[config.mk]
export PLATFORM = sky130hd
export DESIGN_NAME = wqe_sched_wrr_flat
export DESIGN_NICKNAME = d
export VERILOG_FILES = /design/src/rtl/wqe_sched_wrr_if.sv /design/src/rtl/wqe_sched_wrr.sv /design/src/flat_wrapper.sv
export SDC_FILE = /design/constraint.sdc
export NUM_CORES = 1
export LEC_CHECK = 0
export BUFFER_PORTS_ARGS = -buffer_cell sky130_fd_sc_hd__buf_2
export CAP_MARGIN = 20
export CORE_UTILIZATION = 40
export CTS_BUF_LIST = sky130_fd_sc_hd__clkbuf_4 sky130_fd_sc_hd__clkbuf_8
export CTS_CLUSTER_SIZE = 30
export DETAILED_ROUTE_END_ITERATION = 12
export PLACE_DENSITY = 0.64
export SLEW_MARGIN = 20
export SYNTH_ARGS = -nofsm -noshare
export SYNTH_HDL_FRONTEND = slang
export SYNTH_SLANG_ARGS = --single-unit
export TNS_END_PERCENT = 100
[constraint.sdc]
create_clock -name clk -period 1.8 [get_ports clk]
set_input_delay 0.09 -clock clk [delete_from_list [all_inputs] [get_ports clk]]
set_output_delay 0.09 -clock clk [all_outputs]
set_load 0.01 [all_outputs]
[src/rtl/wqe_sched_wrr_if.sv]
// Pop-side handshake between the WQE cache read port and the LS/BS SFIFO pair.
// The scheduler takes the slave modport; the consumer/SFIFO side takes the master modport.
interface wqe_sched_wrr_if;
    logic i_sched_rd;
    logic i_ls_empty;
    logic i_bs_empty;
    logic o_ls_ren;
    logic o_bs_ren;
    logic o_rd_val;
    logic o_rd_sel_ls;

    modport slave (
        input  i_sched_rd, i_ls_empty, i_bs_empty,
        output o_ls_ren, o_bs_ren, o_rd_val, o_rd_sel_ls
    );

    modport master (
        output i_sched_rd, i_ls_empty, i_bs_empty,
        input  o_ls_ren, o_bs_ren, o_rd_val, o_rd_sel_ls
    );
endinterface

[src/rtl/wqe_sched_wrr.sv]
// Two-class weighted round-robin pop scheduler for the split WQE cache (LS = QPN 0, BS = QPN 1).
// Zero-delay grant onto the SFIFO read enables, registered mux select / valid, per-class grant counters.
module wqe_sched_wrr #(
    parameter int WGT_WIDTH  = 4,
    parameter int LS_WGT_RST = 3,
    parameter int BS_WGT_RST = 1,
    parameter int CNT_WIDTH  = 32
) (
    input  logic                 clk,
    input  logic                 rst_n,
    wqe_sched_wrr_if.slave       sif,
    input  logic                 i_cfg_load,
    input  logic [WGT_WIDTH-1:0] i_cfg_ls_wgt,
    input  logic [WGT_WIDTH-1:0] i_cfg_bs_wgt,
    input  logic                 i_cnt_clr,
    output logic [CNT_WIDTH-1:0] o_ls_grant_cnt,
    output logic [CNT_WIDTH-1:0] o_bs_grant_cnt,
    output logic                 o_dbg_phase_bs,
    output logic [WGT_WIDTH-1:0] o_dbg_cred
);
    typedef enum logic {PH_LS = 1'b0, PH_BS = 1'b1} phase_e;

    localparam logic [WGT_WIDTH-1:0] WGT_ONE = WGT_WIDTH'(1);
    localparam logic [WGT_WIDTH-1:0] WGT_ZERO = '0;

    phase_e               phase_q, phase_d;
    logic [WGT_WIDTH-1:0] cred_q, cred_d;
    logic [WGT_WIDTH-1:0] ls_wgt_q, bs_wgt_q;
    logic                 rd_val_q, rd_sel_ls_q;
    logic [CNT_WIDTH-1:0] ls_cnt_q, bs_cnt_q;
    logic                 gnt_ls, gnt_bs;
    logic [WGT_WIDTH-1:0] cred_dec;

    // Grant: current phase wins if non-empty, otherwise the other class is served.
    always_comb begin
        gnt_ls = 1'b0;
        gnt_bs = 1'b0;
        if (rst_n && sif.i_sched_rd) begin
            if (phase_q == PH_LS) begin
                gnt_ls = ~sif.i_ls_empty;
                gnt_bs = sif.i_ls_empty & ~sif.i_bs_empty;
            end else begin
                gnt_bs = ~sif.i_bs_empty;
                gnt_ls = sif.i_bs_empty & ~sif.i_ls_empty;
            end
        end
    end

    // A grant outside the current phase steals the round: credit restarts from that class's weight.
    always_comb begin
        phase_d  = phase_q;
        cred_d   = cred_q;
        cred_dec = cred_q - WGT_ONE;
        if (gnt_ls) begin
            cred_dec = (phase_q == PH_LS) ? (cred_q - WGT_ONE) : (ls_wgt_q - WGT_ONE);
            if (cred_dec == WGT_ZERO) begin
                phase_d = PH_BS;
                cred_d  = bs_wgt_q;
            end else begin
                phase_d = PH_LS;
                cred_d  = cred_dec;
            end
        end else if (gnt_bs) begin
            cred_dec = (phase_q == PH_BS) ? (cred_q - WGT_ONE) : (bs_wgt_q - WGT_ONE);
            if (cred_dec == WGT_ZERO) begin
                phase_d = PH_LS;
                cred_d  = ls_wgt_q;
            end else begin
                phase_d = PH_BS;
                cred_d  = cred_dec;
            end
        end
    end

    always_ff @(posedge clk) begin
        if (!rst_n) begin
            phase_q     <= PH_LS;
            cred_q      <= WGT_WIDTH'(LS_WGT_RST);
            ls_wgt_q    <= WGT_WIDTH'(LS_WGT_RST);
            bs_wgt_q    <= WGT_WIDTH'(BS_WGT_RST);
            rd_val_q    <= 1'b0;
            rd_sel_ls_q <= 1'b0;
            ls_cnt_q    <= '0;
            bs_cnt_q    <= '0;
        end else begin
            phase_q  <= phase_d;
            cred_q   <= cred_d;
            rd_val_q <= gnt_ls | gnt_bs;
            if (gnt_ls || gnt_bs) rd_sel_ls_q <= gnt_ls;
            // A zero weight would stall the class forever, so it is treated as one.
            if (i_cfg_load) begin
                ls_wgt_q <= (i_cfg_ls_wgt == WGT_ZERO) ? WGT_ONE : i_cfg_ls_wgt;
                bs_wgt_q <= (i_cfg_bs_wgt == WGT_ZERO) ? WGT_ONE : i_cfg_bs_wgt;
            end
            if (i_cnt_clr) begin
                ls_cnt_q <= '0;
                bs_cnt_q <= '0;
            end else begin
                if (gnt_ls) ls_cnt_q <= ls_cnt_q + CNT_WIDTH'(1);
                if (gnt_bs) bs_cnt_q <= bs_cnt_q + CNT_WIDTH'(1);
            end
        end
    end

    assign sif.o_ls_ren    = gnt_ls;
    assign sif.o_bs_ren    = gnt_bs;
    assign sif.o_rd_val    = rd_val_q;
    assign sif.o_rd_sel_ls = rd_sel_ls_q;
    assign o_ls_grant_cnt  = ls_cnt_q;
    assign o_bs_grant_cnt  = bs_cnt_q;
    assign o_dbg_phase_bs  = (phase_q == PH_BS);
    assign o_dbg_cred      = cred_q;
endmodule
[src/flat_wrapper.sv]
// flat-port wrapper written by rule: the top's interface ports become plain ports
module wqe_sched_wrr_flat 
#(
    parameter int WGT_WIDTH  = 4,
    parameter int LS_WGT_RST = 3,
    parameter int BS_WGT_RST = 1,
    parameter int CNT_WIDTH  = 32
)
  (clk, rst_n, i_cfg_load, i_cfg_ls_wgt, i_cfg_bs_wgt, i_cnt_clr, o_ls_grant_cnt, o_bs_grant_cnt, o_dbg_phase_bs, o_dbg_cred, sif_i_sched_rd, sif_i_ls_empty, sif_i_bs_empty, sif_o_ls_ren, sif_o_bs_ren, sif_o_rd_val, sif_o_rd_sel_ls);
  wqe_sched_wrr_if sif_i ();
  input  logic clk;
  input  logic rst_n;
  input  logic i_cfg_load;
  input  logic [WGT_WIDTH-1:0] i_cfg_ls_wgt;
  input  logic [WGT_WIDTH-1:0] i_cfg_bs_wgt;
  input  logic i_cnt_clr;
  output logic [CNT_WIDTH-1:0] o_ls_grant_cnt;
  output logic [CNT_WIDTH-1:0] o_bs_grant_cnt;
  output logic o_dbg_phase_bs;
  output logic [WGT_WIDTH-1:0] o_dbg_cred;
  input wire logic [$bits(sif_i.i_sched_rd)-1:0] sif_i_sched_rd;
  input wire logic [$bits(sif_i.i_ls_empty)-1:0] sif_i_ls_empty;
  input wire logic [$bits(sif_i.i_bs_empty)-1:0] sif_i_bs_empty;
  output wire logic [$bits(sif_i.o_ls_ren)-1:0] sif_o_ls_ren;
  output wire logic [$bits(sif_i.o_bs_ren)-1:0] sif_o_bs_ren;
  output wire logic [$bits(sif_i.o_rd_val)-1:0] sif_o_rd_val;
  output wire logic [$bits(sif_i.o_rd_sel_ls)-1:0] sif_o_rd_sel_ls;
  assign sif_i.i_sched_rd = sif_i_sched_rd;
  assign sif_i.i_ls_empty = sif_i_ls_empty;
  assign sif_i.i_bs_empty = sif_i_bs_empty;
  assign sif_o_ls_ren = sif_i.o_ls_ren;
  assign sif_o_bs_ren = sif_i.o_bs_ren;
  assign sif_o_rd_val = sif_i.o_rd_val;
  assign sif_o_rd_sel_ls = sif_i.o_rd_sel_ls;
  wqe_sched_wrr #(.WGT_WIDTH(WGT_WIDTH), .LS_WGT_RST(LS_WGT_RST), .BS_WGT_RST(BS_WGT_RST), .CNT_WIDTH(CNT_WIDTH)) u_core (.clk(clk), .rst_n(rst_n), .sif(sif_i), .i_cfg_load(i_cfg_load), .i_cfg_ls_wgt(i_cfg_ls_wgt), .i_cfg_bs_wgt(i_cfg_bs_wgt), .i_cnt_clr(i_cnt_clr), .o_ls_grant_cnt(o_ls_grant_cnt), .o_bs_grant_cnt(o_bs_grant_cnt), .o_dbg_phase_bs(o_dbg_phase_bs), .o_dbg_cred(o_dbg_cred));
endmodule
==> results.cfg, run 1 <==
[status]
status = finished with violations
violations = negative setup slack

[worst_setup_path]
cp.arrival_ps = 2190
worstPathRequired_ps = 2080
setup.worst_path.end_class = flip-flop
crit_path_max_fanout = 7
start_kind = flip-flop
crit_start = u_core.o_bs_grant_cnt[0]$_SDFFE_PP0P_
path_class = flip-flop to flip-flop
max_stage_delay_ps = 680
r2r-start = u_core.o_bs_grant_cnt[0]$_SDFFE_PP0P_
crit_slowest_cell = or4_2
crit_chain = ha_4, nand4b_1, or4_2, or3_1, a21oi_1

[yosys]
ys_seq_elements = 79
ys_seq_area_share_pct = 40.5
yosysWarnings = 0
synthCells = 462
synth_edf_count = 0
syn_nets = 482
syn_avg_cell_area_sq_um = 8.46
synthFlopType = dfxtp_1
async_flop_share_pct = 0
syn_area_sq_um = 3910
synth_cell_types = 56

[cells_and_area]
syn2layout_area_growth_pct = 36.4
layout-drive-gt1-share_pct = 35.2
fillCellCount = 902
final_util_pct = 56.9
finalNetCount = 626
diodes = 0
register_area_sq_um = 1590
multiInputGateArea_sq_um = 2320

[routing]
vias_per_cell = 5.21
ant_nets = 0
via_count = 3854
routedWlPerCell_um = 14.0
drc = 0
dr.pass1.iters = 4
initialDrtViolationCount = 166
drt_wl_total_mm = 10.3

[place]
port_buffers = 87
gp_congestion = 0.904
dp_hpwl_mm = 7.38

[floorplan]
die_y_um = 101
row_count = 35
die_area_sq_um = 10200
core-area_sq_um = 9370
initial_utilization_pct = 41.7
pin_count = 88
die_w_um = 101

[sta]
postLayoutSetupSlackWorst_ps = -113
fin_crit_sh_pct = 106
post-route-min-period_ps = 1910
slew_headroom_pct = 66.2
max_freq_ghz = 0.523
rsz0062_at_grt = true
finalHoldViolations = 0
finalClockSkew_ps = 12.9
maxSlewViolCount = 0
whs_ps = 28.8
worstMarginPinSlew_ps = 507
setup-violations-final = 13

[run]
drv_cap = 0

[cts]
cts_tree = done
cts_root_buf = clkbuf_8
clkSinkCount = 79
clkTransAtPathRegs_ps = 80
h-tree-depth = 3
numCtsBuffers = 9
clock_latency_ps = 360
clock_path_buffers = 2

[worst_hold_path]
hold_class = primary input to flip-flop
hold_start = i_cfg_ls_wgt[0]

[global_route]
grt_pass1_vias = 3597
grt_pass1_wl_mm = 16.6
overflow = 0
antenna_found_initial = 0
grt_max_degree = 33
grt.total_usage_pct = 20.8

[power_and_ir_drop]
p_total_w = 0.00347
irDropWorstVdd_mv = 0.424
power_leakage_nw = 2.23
powerDensity_nw_per_um2 = 652
worst paths after layout:
kind                            cells past startpoint                                      to  slack (ps)
worst max register to register                      5   u_core.o_bs_grant_cnt[8]$_SDFFE_PP0P_        -110
worst min-delay path                                3         u_core.ls_wgt_q[0]$_SDFFE_PN1P_          30
worst min register to register                      2  u_core.o_ls_grant_cnt[30]$_SDFFE_PP0P_         520
worst max-delay path                                5   u_core.o_bs_grant_cnt[8]$_SDFFE_PP0P_        -110
registers in the layout, summed over array words and instances, names as in the netlist:
signal	count
u_core.o_dbg_cred	4
u_core.sif.o_rd_sel_ls	1
u_core.bs_wgt_q	4
u_core.o_dbg_phase_bs	1
u_core.sif.o_rd_val	1
u_core.o_ls_grant_cnt	32
u_core.o_bs_grant_cnt	32
u_core.ls_wgt_q	4
cells in the mapped netlist, types with 2 or more instances:
| cell type | number | area [sq um] |
|---|---|---|
| a21boi_0 | 2 | 15.0 |
| a21oi_1 | 19 | 95.1 |
| a31o_2 | 2 | 17.5 |
| a31oi_1 | 3 | 18.8 |
| and2_1 | 3 | 18.8 |
| and3_1 | 8 | 50.1 |
| and4_1 | 7 | 61.3 |
| buf_1 | 3 | 11.3 |
| buf_2 | 5 | 25.0 |
| clkbuf_1 | 12 | 45.0 |
| dfxtp_1 | 79 | 1580 |
| ha_1 | 5 | 62.6 |
| inv_1 | 20 | 75.1 |
| mux2i_1 | 7 | 70.1 |
| nand2_1 | 34 | 128 |
| nand2b_1 | 3 | 18.8 |
| nand3_1 | 22 | 110 |
| nand4_1 | 18 | 113 |
| nand4b_1 | 2 | 17.5 |
| nor2_1 | 66 | 248 |
| nor3_1 | 14 | 70.1 |
| nor4_1 | 4 | 25.0 |
| nor4_2 | 8 | 100 |
| o211ai_1 | 3 | 22.5 |
| o21ai_0 | 16 | 80.1 |
| or3_1 | 10 | 62.6 |
| or4_1 | 3 | 22.5 |
| xnor2_1 | 33 | 289 |
| xor2_1 | 24 | 210 |
critical path, delay by kind of cell, from the launching register on:
| kind | cells | cell delay, ps |
|---|---|---|
| flip-flops | 1 | 360 |
| AO/OA/AOI/OAI | 1 | 150 |
| adder cells (fa/ha/maj) | 1 | 120 |
| AND/OR/NAND/NOR | 3 | 1210 |
through the flow:
stage	std cells	TNS (ps)	setup slack (ps)	cell area, sq um
finish	740	-693	-113	5330
CTS	737	-202	-72.5	5210
global placement	715	-83.6	-43.6	4920
global route	740	-2140	-168	5330
floorplan	462	-14.4	-14.4	3960
detailed placement	715	-242	-128	4920
what timing repair did:
item,in CTS,in global routing
pin swaps,2,17
hold endpoints to repair,6,0
hold buffers,6,0
setup endpoints to repair,10,27
cloned,0,1
resized for setup,6,25
buffers inserted,0,2
layout make-up:
class,instances,area share [%]
clock inverter,5,0.587
tap,129,3.03
inverter,22,1.62
clock buffer,11,2.84
multi-input combinational,340,43.5
timing repair buffer,154,18.5
sequential,79,29.9
kinds of logic (layout without fill, tap and decap cells):
group | count (synthesis) | count (layout) | share of synthesized area (%)
and+or+nand+nor | 216 | 217 | 30.4
DFF | 79 | 79 | 40.5
xor gates and xnor gates | 57 | 57 | 12.8
AOI/OAI and AO/OA | 54 | 54 | 8.23
buffers and inverters | 44 | 192 | 4.68
muxes | 7 | 7 | 1.79
adders and majority gates | 5 | 5 | 1.60
metal layers:
| layer | routed length (um) | track usage, % | share of wire (%) | vias to the layer above |
|---|---|---|---|---|
| met5 | 0 | 0 | 0 | - |
| met4 | 231 | 9.25 | 2.2 | 0 |
| met3 | 628 | 5.27 | 6.1 | 19 |
| met2 | 4870 | 34.0 | 47 | 110 |
| met1 | 4600 | 25.7 | 45 | 1824 |
| li1 | - | - | - | 1901 |
cells in the final DEF (no fill, tap or decap), drive strengths merged, types with 19 or more instances in the layout:
cell type,n
xnor2,33
buf,148
inv,22
nor2,66
nand2,35
nand3,22
nand4,19
dfxtp,79
a21oi,19
xor2,24
where the power goes:
| part | total, W | internal [W] | switching (W) | leakage, nW |
|---|---|---|---|---|
| clock | 0.00125 | 0.000572 | 0.000677 | 0.0917 |
| sequential | 0.00180 | 0.00177 | 0.0000261 | 0.641 |
| combinational | 0.000424 | 0.000207 | 0.000216 | 1.50 |
No activity file was read; power rests on OpenSTA's default activity.
==> inputs of run 2 (changes only) <==
Settings changed: RECOVER_POWER from default to 100.
==> results.cfg, run 2 (synthesis results as in run 1) <==
[status]
status = finished with violations
violations = negative setup slack

[worst_setup_path]
crit_buf_inv = 0
crit_path_max_fanout = 7
crit_chain = ha_4, nand4b_1, or4_2, or3_1, a21oi_1
r2r-start = u_core.o_bs_grant_cnt[0]$_SDFFE_PP0P_
cp.arrival_ps = 2190
max_stage_delay_ps = 680
crit_slowest_cell = or4_2
rrSetupSlack_ps = -110
cp_top_family = simple AND/OR/NAND/NOR gates
setup.worst_path.end_class = flip-flop
crit_start = u_core.o_bs_grant_cnt[0]$_SDFFE_PP0P_
rr_endpoint = u_core.o_bs_grant_cnt[8]$_SDFFE_PP0P_
worstPathRequired_ps = 2080
reg2reg_depth = 5
path_class = flip-flop to flip-flop
cp_num_cells = 5
start_kind = flip-flop

[routing]
dr.pass1.iters = 4
drt_wl_total_mm = 10.3
vias_per_cell = 5.20
ant_nets = 0
initialDrtViolationCount = 186
via_count = 3850
routedWlPerCell_um = 14.0
drc = 0

[cells_and_area]
final_cells = 740
syn2layout_area_growth_pct = 33.5
finalNetCount = 626
layout-drive-gt1-share_pct = 23.7
layout_common_cells = dfxtp_1, clkbuf_1, nor2_1
layout_commonest_cell = dfxtp_1
diodes = 0

[sta]
finalHoldViolations = 0
worstMarginPinSlew_ps = 511
slew_headroom_pct = 65.9
max_freq_ghz = 0.523
fin_crit_sh_pct = 106
setup-violations-final = 14
rsz0062_at_grt = true
finalClockSkew_ps = 11.8
maxSlewViolCount = 0
postLayoutSetupSlackWorst_ps = -113
post-route-min-period_ps = 1910

[cts]
clkSinkCount = 79
clkTransAtPathRegs_ps = 80
cts_root_buf = clkbuf_8
clock_path_buffers = 2
numCtsBuffers = 9
clock_latency_ps = 360
cts_tree = done
h-tree-depth = 3

[floorplan]
die_area_sq_um = 10200
die_y_um = 101
die_w_um = 101
row_count = 35
core-area_sq_um = 9370
pin_count = 88
initial_utilization_pct = 41.7

[global_route]
grt.total_usage_pct = 20.8
grt_max_degree = 33
grt_pass1_wl_mm = 16.6
grt_pass1_vias = 3597
overflow = 0
antenna_found_initial = 0

[place]
gp_congestion = 0.904
dp_cells = 715
port_buffers = 87
dp_hpwl_mm = 7.38

[power_and_ir_drop]
p_total_w = 0.00347
power_leakage_nw = 1.93
powerDensity_nw_per_um2 = 665
irDropWorstVdd_mv = 0.424

[worst_hold_path]
whs_path_depth = 3
hold_start = i_cfg_ls_wgt[0]
min_to = u_core.ls_wgt_q[0]$_SDFFE_PN1P_
hold_class = primary input to flip-flop

[run]
drv_cap = 0
[run 2: cell count changes in the layout (fill, tap and decap cells not counted)]
cell	previous run	this run
buf_2	87	28
dfxtp_1	73	74
dfxtp_2	4	3
clkbuf_1	0	69
buf_4	58	48
[run 2: worst register-to-register path, cell delays in order, from the launching register on]
cell      delay [ps]
dfxtp_4          360
ha_4             120
nand4b_1         150
or4_2            680
or3_1            380
a21oi_1          150
[run 2: how the worst max path moves through the flow]
stage,end,slack (ps)
3_3_place_gp,u_core.o_bs_grant_cnt[28]$_SDFFE_PP0P_,-40
3_5_place_dp,u_core.o_bs_grant_cnt[26]$_SDFFE_PP0P_,-130
4_1_cts,u_core.o_bs_grant_cnt[26]$_SDFFE_PP0P_,-70
6_report,u_core.o_bs_grant_cnt[8]$_SDFFE_PP0P_,-110
5_1_grt,u_core.o_bs_grant_cnt[26]$_SDFFE_PP0P_,-170
2_1_floorplan,u_core.o_bs_grant_cnt[22]$_SDFFE_PP0P_,-10
[run 2: stage by stage]
stage | cell area [sq um] | utilization, % | setup TNS (ps) | setup WS (ps) | hold slack [ps]
global placement | 4920 | 52.5 | -83.6 | -43.6 | 339
global route | 5220 | 55.7 | -2220 | -168 | 24.3
detailed placement | 4920 | 52.5 | -242 | -128 | 343
finish | 5220 | 55.7 | -725 | -113 | 31.9
CTS | 5210 | 55.6 | -202 | -72.5 | 14.8
floorplan | 3960 | - | -14.4 | -14.4 | 220
[run 2: cell type report]
cell class,instances,area [sq um]
fill,949,4160
sequential,79,1590
inverter,22,86.3
clock inverter,5,31.3
tap,129,161
multi-input combinational,340,2320
clock buffer,11,151
timing repair buffer,154,875
[run 2: routing by layer]
layer,share of wire [%],GRT usage [%],vias up
li1,-,-,1898
met1,44,25.7,1815
met2,47,34.0,118
met3,6.5,5.27,19
met4,2.2,9.25,0
met5,0,0,-
[run 2: timing repair]
item,4_1_cts,5_1_grt
pin swaps,2,17
endpoints found under the hold margin,6,0
resized for setup,6,25
endpoints found under the setup margin,10,27
cloned,0,1
hold buffers,6,0
setup buffers,0,2
[run 2: where the power goes]
part | total (W) | leakage (nW) | switching [W] | internal (W)
Clock | 0.00125 | 0.0917 | 0.000681 | 0.000573
Sequential | 0.00180 | 0.641 | 0.0000263 | 0.00177
Combinational | 0.000417 | 1.20 | 0.000216 | 0.000201
==> inputs of run 3 (changes only) <==
Settings changed: SKIP_CTS_REPAIR_TIMING from default to 1.
==> results.cfg, run 3 (synthesis results as in run 1) <==
[sta]
slew_headroom_pct = 64.3
postLayoutSetupSlackWorst_ps = -123
finalClockSkew_ps = 12.7
post-route-min-period_ps = 1920
max_freq_ghz = 0.520
finalHoldViolations = 4
setup-violations-final = 13
maxSlewViolCount = 0
fin_crit_sh_pct = 107
timing.setup.tns_ps = -640
whs_ps = -16.8
worstMarginPinSlew_ps = 536
rsz0062_at_grt = true

[routing]
ant_nets = 0
routedWlPerCell_um = 14.0
drc = 0
vias_per_cell = 5.15
dr.pass1.iters = 4
drt_wl_total_mm = 10.3
via_count = 3787
initialDrtViolationCount = 189

[cts]
clkSinkCount = 79
cts_tree = done
clock_latency_ps = 360
clkTransAtPathRegs_ps = 90
numCtsBuffers = 9
clock_path_buffers = 2
cts_root_buf = clkbuf_8
h-tree-depth = 3

[status]
violations = negative hold slack, negative setup slack
status = finished with violations

[global_route]
overflow = 0
grt_pass1_vias = 3535
grt.total_usage_pct = 20.4
grt_max_degree = 33
grt_pass1_wl_mm = 16.3
antenna_found_initial = 0

[worst_setup_path]
crit_chain = ha_4, nand4b_1, or4_2, or3_1, a21oi_1
crit_path_max_fanout = 7
crit_buf_inv = 0
worstPathRequired_ps = 2080
setup.worst_path.end_class = flip-flop
cp.arrival_ps = 2200
crit_slowest_cell = or4_2
start_kind = flip-flop
path_class = flip-flop to flip-flop
max_stage_delay_ps = 680
cp_top_family = simple AND/OR/NAND/NOR gates

[worst_hold_path]
hold_class = primary input to flip-flop

[floorplan]
row_count = 35
pin_count = 88
die_area_sq_um = 10200
die_w_um = 101
core-area_sq_um = 9370
initial_utilization_pct = 41.7
die_y_um = 101

[run]
drv_cap = 0

[cells_and_area]
finalNetCount = 621
fillCellCount = 941
layout_commonest_cell = dfxtp_1
layout_common_cells = dfxtp_1, clkbuf_1, nor2_1
syn2layout_area_growth_pct = 33.0
layout-drive-gt1-share_pct = 25.2
diodes = 0

[place]
gp_congestion = 0.904
port_buffers = 87
dp_hpwl_mm = 7.38
dp_worst_setup_slack_ps = -128

[power_and_ir_drop]
irDropWorstVdd_mv = 0.424
powerDensity_nw_per_um2 = 667
power_leakage_nw = 1.91
-- run 3: area by class of cell --
type / count / area, sq um / area share, %
Multi-Input combinational cell: 340 / 2340 / 45.0
Sequential cell: 79 / 1590 / 30.6
Timing Repair Buffer: 149 / 832 / 16.0
Tap cell: 129 / 161 / 3.11
Clock buffer: 11 / 151 / 2.91
Inverter: 22 / 86.3 / 1.66
Clock inverter: 5 / 31.3 / 0.602
-- run 3: final timing paths --
kind	startpoint	endpoint	slack [ps]	cells after the start
hold / removal	i_cfg_bs_wgt[3]	u_core.bs_wgt_q[3]$_SDFFE_PN0P_	-20	3
setup / recovery	u_core.o_bs_grant_cnt[0]$_SDFFE_PP0P_	u_core.o_bs_grant_cnt[8]$_SDFFE_PP0P_	-120	5
setup reg to reg	u_core.o_bs_grant_cnt[0]$_SDFFE_PP0P_	u_core.o_bs_grant_cnt[8]$_SDFFE_PP0P_	-120	5
hold reg to reg	u_core.o_ls_grant_cnt[30]$_SDFFE_PP0P_	u_core.o_ls_grant_cnt[30]$_SDFFE_PP0P_	520	2
-- run 3: power by group --
group,internal [W],leakage (nW),total [W],switching (W)
registers,0.00177,0.641,0.00180,0.0000272
logic,0.000197,1.18,0.000411,0.000214
clock network,0.000572,0.0917,0.00125,0.000680
-- run 3: layer usage --
layer	GRT usage, %	vias up	wire (um)
li1	-	1884	-
met1	25.4	1785	4610
met2	33.5	97	4790
met3	5.34	21	612
met4	8.70	0	243
met5	0	-	0
-- run 3: tightest hold or removal path, delay by kind of cell --
| family | cells | cell delay, ps |
|---|---|---|
| buffers and inverters | 1 | 90 |
| and+or+nand+nor | 1 | 70 |
| muxes | 1 | 60 |
-- run 3: through the flow --
stage | power (W) | cells | area (sq um) | util (%) | hold WS [ps]
final | 0.00346 | 735 | 5190 | 55.4 | -16.8
after global routing | 0.00361 | 735 | 5190 | 55.4 | 1.77
after CTS | 0.00346 | 731 | 5100 | 54.5 | -30.2
after detailed placement | 0.00221 | 715 | 4920 | 52.5 | 343
after global placement | 0.00221 | 715 | 4920 | 52.5 | 339
after floorplan | 0.00204 | 462 | 3960 | - | 220
